<file path="src/rtl/deserializer.sv">
// rtl/deserializer.sv - serial-to-parallel word assembler, LSB first, optional even parity (DESERIALIZER_PARITY_EN)
module deserializer #(
  parameter int W = 8
) (
  input  logic         CLK,
  input  logic         RST,
  input  logic         I,
  input  logic         VLD,
  input  logic         FRM,
  output logic [W-1:0] O,
  output logic         OVLD,
  output logic         ERR
);

  localparam int CW = $clog2(W + 1);

`ifdef DESERIALIZER_PARITY_EN
  typedef enum logic [1:0] {IDLE, SHIFT, PAR} state_t;
`else
  typedef enum logic [0:0] {IDLE, SHIFT} state_t;
`endif

  state_t          state_q, state_d;
  logic [CW-1:0]   cnt_q, cnt_d;
  logic [W-1:0]    shreg_q, shreg_d;
  logic [W-1:0]    o_q, o_d;
  logic            ovld_q, ovld_d;
  logic            err_q, err_d;
  logic [W-1:0]    bit_word;

  assign O    = o_q;
  assign OVLD = ovld_q;
  assign ERR  = err_q;

  // Next-state logic: word assembly, framing restart and completion pulses
  always_comb begin
    state_d  = state_q;
    cnt_d    = cnt_q;
    shreg_d  = shreg_q;
    o_d      = o_q;
    ovld_d   = 1'b0;
    err_d    = 1'b0;
    // partial word with the incoming bit placed at the current count
    bit_word = shreg_q;
    for (int b = 0; b < W; b++) begin
      if (cnt_q == CW'(b)) bit_word[b] = I;
    end

    case (state_q)
      IDLE: begin
        if (VLD && FRM) begin
          shreg_d = {{(W-1){1'b0}}, I};
          cnt_d   = CW'(1);
          state_d = SHIFT;
        end
      end
      SHIFT: begin
        if (VLD) begin
          if (FRM) begin
            // frame marker mid-word: drop the partial word and restart on this bit
            err_d   = 1'b1;
            shreg_d = {{(W-1){1'b0}}, I};
            cnt_d   = CW'(1);
          end else if (cnt_q == CW'(W - 1)) begin
            shreg_d = bit_word;
`ifdef DESERIALIZER_PARITY_EN
            cnt_d   = CW'(W);
            state_d = PAR;
`else
            o_d     = bit_word;
            ovld_d  = 1'b1;
            cnt_d   = '0;
            state_d = IDLE;
`endif
          end else begin
            shreg_d = bit_word;
            cnt_d   = cnt_q + CW'(1);
          end
        end
      end
`ifdef DESERIALIZER_PARITY_EN
      PAR: begin
        if (VLD) begin
          if (FRM) begin
            err_d   = 1'b1;
            shreg_d = {{(W-1){1'b0}}, I};
            cnt_d   = CW'(1);
            state_d = SHIFT;
          end else begin
            // even parity: trailing bit equals XOR of the data bits
            if (I == ^shreg_q) begin
              o_d    = shreg_q;
              ovld_d = 1'b1;
            end else begin
              err_d  = 1'b1;
            end
            cnt_d   = '0;
            state_d = IDLE;
          end
        end
      end
`endif
      default: begin
        state_d = IDLE;
        cnt_d   = '0;
      end
    endcase
  end

  // State and output registers; reset wins over any same-cycle input
  always_ff @(posedge CLK) begin
    if (RST) begin
      state_q <= IDLE;
      cnt_q   <= '0;
      shreg_q <= '0;
      o_q     <= '0;
      ovld_q  <= 1'b0;
      err_q   <= 1'b0;
    end else begin
      state_q <= state_d;
      cnt_q   <= cnt_d;
      shreg_q <= shreg_d;
      o_q     <= o_d;
      ovld_q  <= ovld_d;
      err_q   <= err_d;
    end
  end

endmodule

</file>
<file path="config.mk">
export PLATFORM = sky130hd
export DESIGN_NAME = deserializer
export DESIGN_NICKNAME = d
export VERILOG_FILES = /design/src/rtl/deserializer.sv
export SDC_FILE = /design/constraint.sdc
export NUM_CORES = 1
export LEC_CHECK = 0
export CAP_MARGIN = 10
export CELL_PAD_IN_SITES_DETAIL_PLACEMENT = 1
export CELL_PAD_IN_SITES_GLOBAL_PLACEMENT = 2
export CORE_MARGIN = 5
export CORE_UTILIZATION = 32
export DETAILED_ROUTE_END_ITERATION = 7
export GPL_ROUTABILITY_DRIVEN = 0
export PLACE_DENSITY_LB_ADDON = 0.1
export SLEW_MARGIN = 20
export SYNTH_ARGS = -nofsm -noshare
export SYNTH_HDL_FRONTEND = slang
export SYNTH_SLANG_ARGS = --single-unit
</file>
<file path="constraint.sdc">
create_clock -name CLK -period 2.1 [get_ports CLK]
set_input_delay 0.63 -clock CLK [delete_from_list [all_inputs] [get_ports CLK]]
set_output_delay 0.63 -clock CLK [all_outputs]
set_load 0.1 [all_outputs]
</file>
# After elaboration in Yosys (flattened, before gate mapping)
# Index checks and enable logic that the tools add are counted.
[word_totals]
ff_bits = 23
output_inout_bits = 10
elab_cells = 49
[op_classes]
addsub = 1
eq_ne = 9
muxes = 24
bitwise = 3
n_reduce_logical = 6
[ops]
columns = ["cell", "n"]
rows = [
  ["$mux 8", 3],
  ["$eq 4x3->1 const B", 4],
  ["$mux 4", 4],
  ["$pmux 8 s2", 1],
  ["$mux 1", 14],
  ["$eq 4x2->1 const B", 2],
  ["$pmux 4 s2", 1],
  ["$add 4x1->4 const B", 1],
  ["$eq 4x1->1 const B", 1],
  ["$logic_not 4->1", 1],
  ["$ne 2x2->1 const B", 2],
  ["$reduce_and 4->1", 1],
  ["$reduce_or 4->1", 1],
  ["$not 1->1", 3],
  ["$reduce_or 3->1", 1],
  ["$pmux 1 s2", 1],
  ["$reduce_and 2->1", 1],
  ["$logic_and 1x1->1", 1],
]

# Longest topological paths before layout
[depth]
ltp_word = 5
depth_mapped = 5
ltp_nobuf = 5

# Worst setup path before layout
# Ideal clock, no wire load.
[synth_path]
path_type = "input to register"
from = "input FRM"
to = "register cnt_q[3]"
arrival_ps = 1548
slack_ps = 482
stages = 4
cell_sequence = "buf_2 -> nand3b_4 -> or4_1 -> a21oi_1"
[synth_via]
elab_chain_len = 3
[synth_lines]
columns = ["item", "line", "text"]
rows = [
  ["from (decl)", "9", "input logic FRM,"],
  ["$mux 4 / $logic_and 1x1->1 (equally long branches)", "59, 51", ""],
  ["$mux 4 / $ne 2x2->1 (equally long branches)", "n/a", ""],
  ["$pmux 4 s2 / $reduce_and 2->1 (equally long branches)", "n/a", ""],
  ["to (signal assigned)", "121", "cnt_q <= cnt_d;"],
  ["to (decl)", "24", "logic [CW-1:0] cnt_q, cnt_d;"],
]
# Parallel ways exist; a longest one is shown, timed or not. The select of a mux whose other input is x is not followed.
# A chain may end at the register's enable or synchronous reset.

# Worst setup path in the final report
[layout_path]
from = "input VLD"
to = "register o_q[6], in the netlist O[6]"
[layout_via]
elab_chain_len = 1
[layout_lines]
columns = ["item", "line", "text"]
rows = [
  ["from (decl)", "8", "input logic VLD,"],
  ["$reduce_and 4->1 (no source line)", "n/a", ""],
  ["to (signal assigned)", "116", "o_q <= '0;"],
  ["to (signal assigned)", "123", "o_q <= o_d;"],
  ["to (decl)", "26", "logic [W-1:0] o_q, o_d;"],
]
# Every way passes these cells.

==> metrics.cfg <==
[worst_setup_path]
timing.rr.end = cnt_q[3]
cp.buffers_inverters = 2
criticalPathCategory = in -> reg
rrSetupSlack_ps = 380
worstSetupStartpointType = input pin
cpLargestDelayFamily = buffers and inverters
critPathMaxFanout = 13
crit_chain = clkdlybuf4s50_1, and3b_1, buf_4, a21oi_1, a211oi_1
rr_worst_depth = 4
cp_slowest_cell = clkdlybuf4s50_1
critPathRequiredTime_ps = 2350
max_stage_delay_ps = 560
end_kind = flop
r2r-start = cnt_q[0]
arrival_ps = 1970

[route]
drtIter0Drc = 45
finalWirelength_um = 2905
final_antenna_net_count = 0
via_per_inst = 5.524
drc = 0
via_count = 1033
wl_per_cell_um = 15.53
dr.pass1.iters = 4

[final_layout]
layout-drive-gt1-share_pct = 19.86
final_common_cell = dfxtp_1
area_growth_pct = 31.99
diodes = 0
fillers = 407
nets = 151
layout_common_cells = 22 x dfxtp_1, 17 x a21oi_1, 13 x buf_4, 9 x buf_12, 7 x nand3_1
layoutNonFillerInstCount = 187

[sta]
slew_viol_final = 0
worst_pin_slew_ps = 486.0
setup_viol_count_final = 0
setup-tns-final_ps = 0
period_share_pct = 81.93
skew_ps = 12.63
max_freq_mhz = 581.2
max_slew_margin_pct = 67.56
rsz0062_at_grt = false
period_needed_ps = 1721
final-hold-violation-count = 0

[power]
p_per_area_nw_per_um2 = 568.8
p_total_w = 0.0008397
irDropWorstVdd_mv = 0.2037
power.leakage_nw = 0.5201

[run_status]
status = complete, no violations

[clocking]
cts_resized = 0
cts_buffer_depth = 2
insertion_delay_ps = 320
cts_root_buffer = clkbuf_4
cts_num_sinks = 22
cts_setup_buffers = 0
cts_hold_buf = 0
ctsHtreeMaxLevel = 1
cts-buffers-inserted = 3
clk_pin_slew_worst_paths_ps = 130
tritoncts = built

[global_routing]
grt_pass1_wl_um = 5161
overflow = 0
grt_max_degree = 15
grtUsageTotal_pct = 12.89
antenna_found_initial = 0
grt_pass1_vias = 1071

[flow_run]
cap_violations = 0

[die]
die-area_um2 = 4778
core_um2 = 3363
fp.dieW_um = 69.13
rows = 21
fp.dieH_um = 69.13
pin_count = 15
start_util_pct = 33.26

[worst_hold_path]
min_to = shreg_q[4]
whs_path_depth = 2
min_from = shreg_q[4]
hp-class = reg -> reg

[synth]
syn_area_um2 = 1119
ys_warn_count = 0
synth-edff-count = 0
yosysTopAreaCellShare_pct = 39.37
syn_nets = 131
synth.yosys.seq_area_share_pct = 39.37
ys_types = 33
synth_top_cell_by_area = dfxtp_1
synth.area.top_cells = dfxtp_1 39%, a21oi_1 7.6%, ha_1 4.5%
synth_async_sr_flop_share_pct = 0
syn_inst = 122
synth_seq_cells = 22
synth_ff_type = dfxtp_1
avgSynthCellArea_um2 = 9.169

[place]
io_buffers = 14
dp.cells = 183
dp.final_hpwl_um = 2203

power by group:
part           total [W]  internal [W]  switching (W)
Clock           0.000328      0.000193       0.000135
Combinational  0.0000816     0.0000377      0.0000440
Sequential      0.000430      0.000422     0.00000738
Total           0.000840      0.000653       0.000187
how the worst max path moves through the flow:
stage	from	endpoint	slack (ps)	depth (start not counted)
2_1_floorplan	FRM	cnt_q[3]	480	4
6_report	VLD	O[6]	380	5
3_3_place_gp	VLD	cnt_q[3]	80	4
4_1_cts	cnt_q[0]	cnt_q[3]	370	4
3_5_place_dp	VLD	O[6]	40	5
5_1_grt	cnt_q[0]	O[1]	240	4
registers in the layout, summed over array words and instances (netlist names):
register and cells:
O 8, ERR 1, OVLD 1, shreg_q 7
cnt_q 4, state_q 1
synthesized netlist by cell type (3+ instances only):
library cell,instances
a22oi_1,5
inv_1,3
buf_2,4
mux2i_1,3
nand3_1,7
dfxtp_1,22
nand3b_1,6
ha_1,4
a21oi_1,17
nand2_1,3
a211oi_1,6
and3b_1,3
nor3b_1,4
o21ai_0,4
a32oi_1,5
nor2_1,5
stage by stage:
step | hold WS [ps] | worst slack, ps | utilization [%] | cell area, um2
6_report | 496.1 | 379.4 | 43.90 | 1476
5_1_grt | 513.2 | 244.5 | 43.90 | 1476
4_1_cts | 500.0 | 366.6 | 43.90 | 1476
3_5_place_dp | 483.1 | 40.99 | 42.34 | 1424
3_3_place_gp | 470.8 | 77.42 | 42.34 | 1424
2_1_floorplan | 443.2 | 481.8 | - | 1119
worst min-delay path: cells and delay by family, from the launching register on:
kind / cells / cell delay [ps]
and+or+nand+nor: 1 / 70
DFF: 1 / 340
AOI/OAI and AO/OA: 1 / 50
per-layer routing:
layer / GRT usage [%] / up-vias / part of all wire [%]
met4: 4.555 / 0 / 1.1
li1: - / 500 / -
met1: 16.09 / 517 / 46
met3: 2.035 / 4 / 2.0
met2: 22.25 / 12 / 51
met5: 0 / - / 0
cell type report:
type | instances | area (um2) | area share [%]
Clock buffer | 3 | 22.52 | 1.525
Clock inverter | 1 | 30.03 | 2.034
Inverter | 3 | 11.26 | 0.7627
Multi-Input combinational cell | 86 | 596.8 | 40.42
Sequential cell | 22 | 440.4 | 29.83
Tap cell | 46 | 57.56 | 3.898
Timing Repair Buffer | 26 | 317.8 | 21.53
kinds of logic (layout without fill, tap and decap cells):
family | Yosys count | after routing | synth area share (%)
AOI/OAI and AO/OA | 43 | 43 | 24.72
DFF | 22 | 22 | 39.37
and+or+nand+nor | 36 | 36 | 21.48
buffers and inverters | 14 | 33 | 7.270
muxes | 3 | 3 | 2.685
adders and majority gates | 4 | 4 | 4.474
Note: power is estimated with default switching activity, not from simulation.
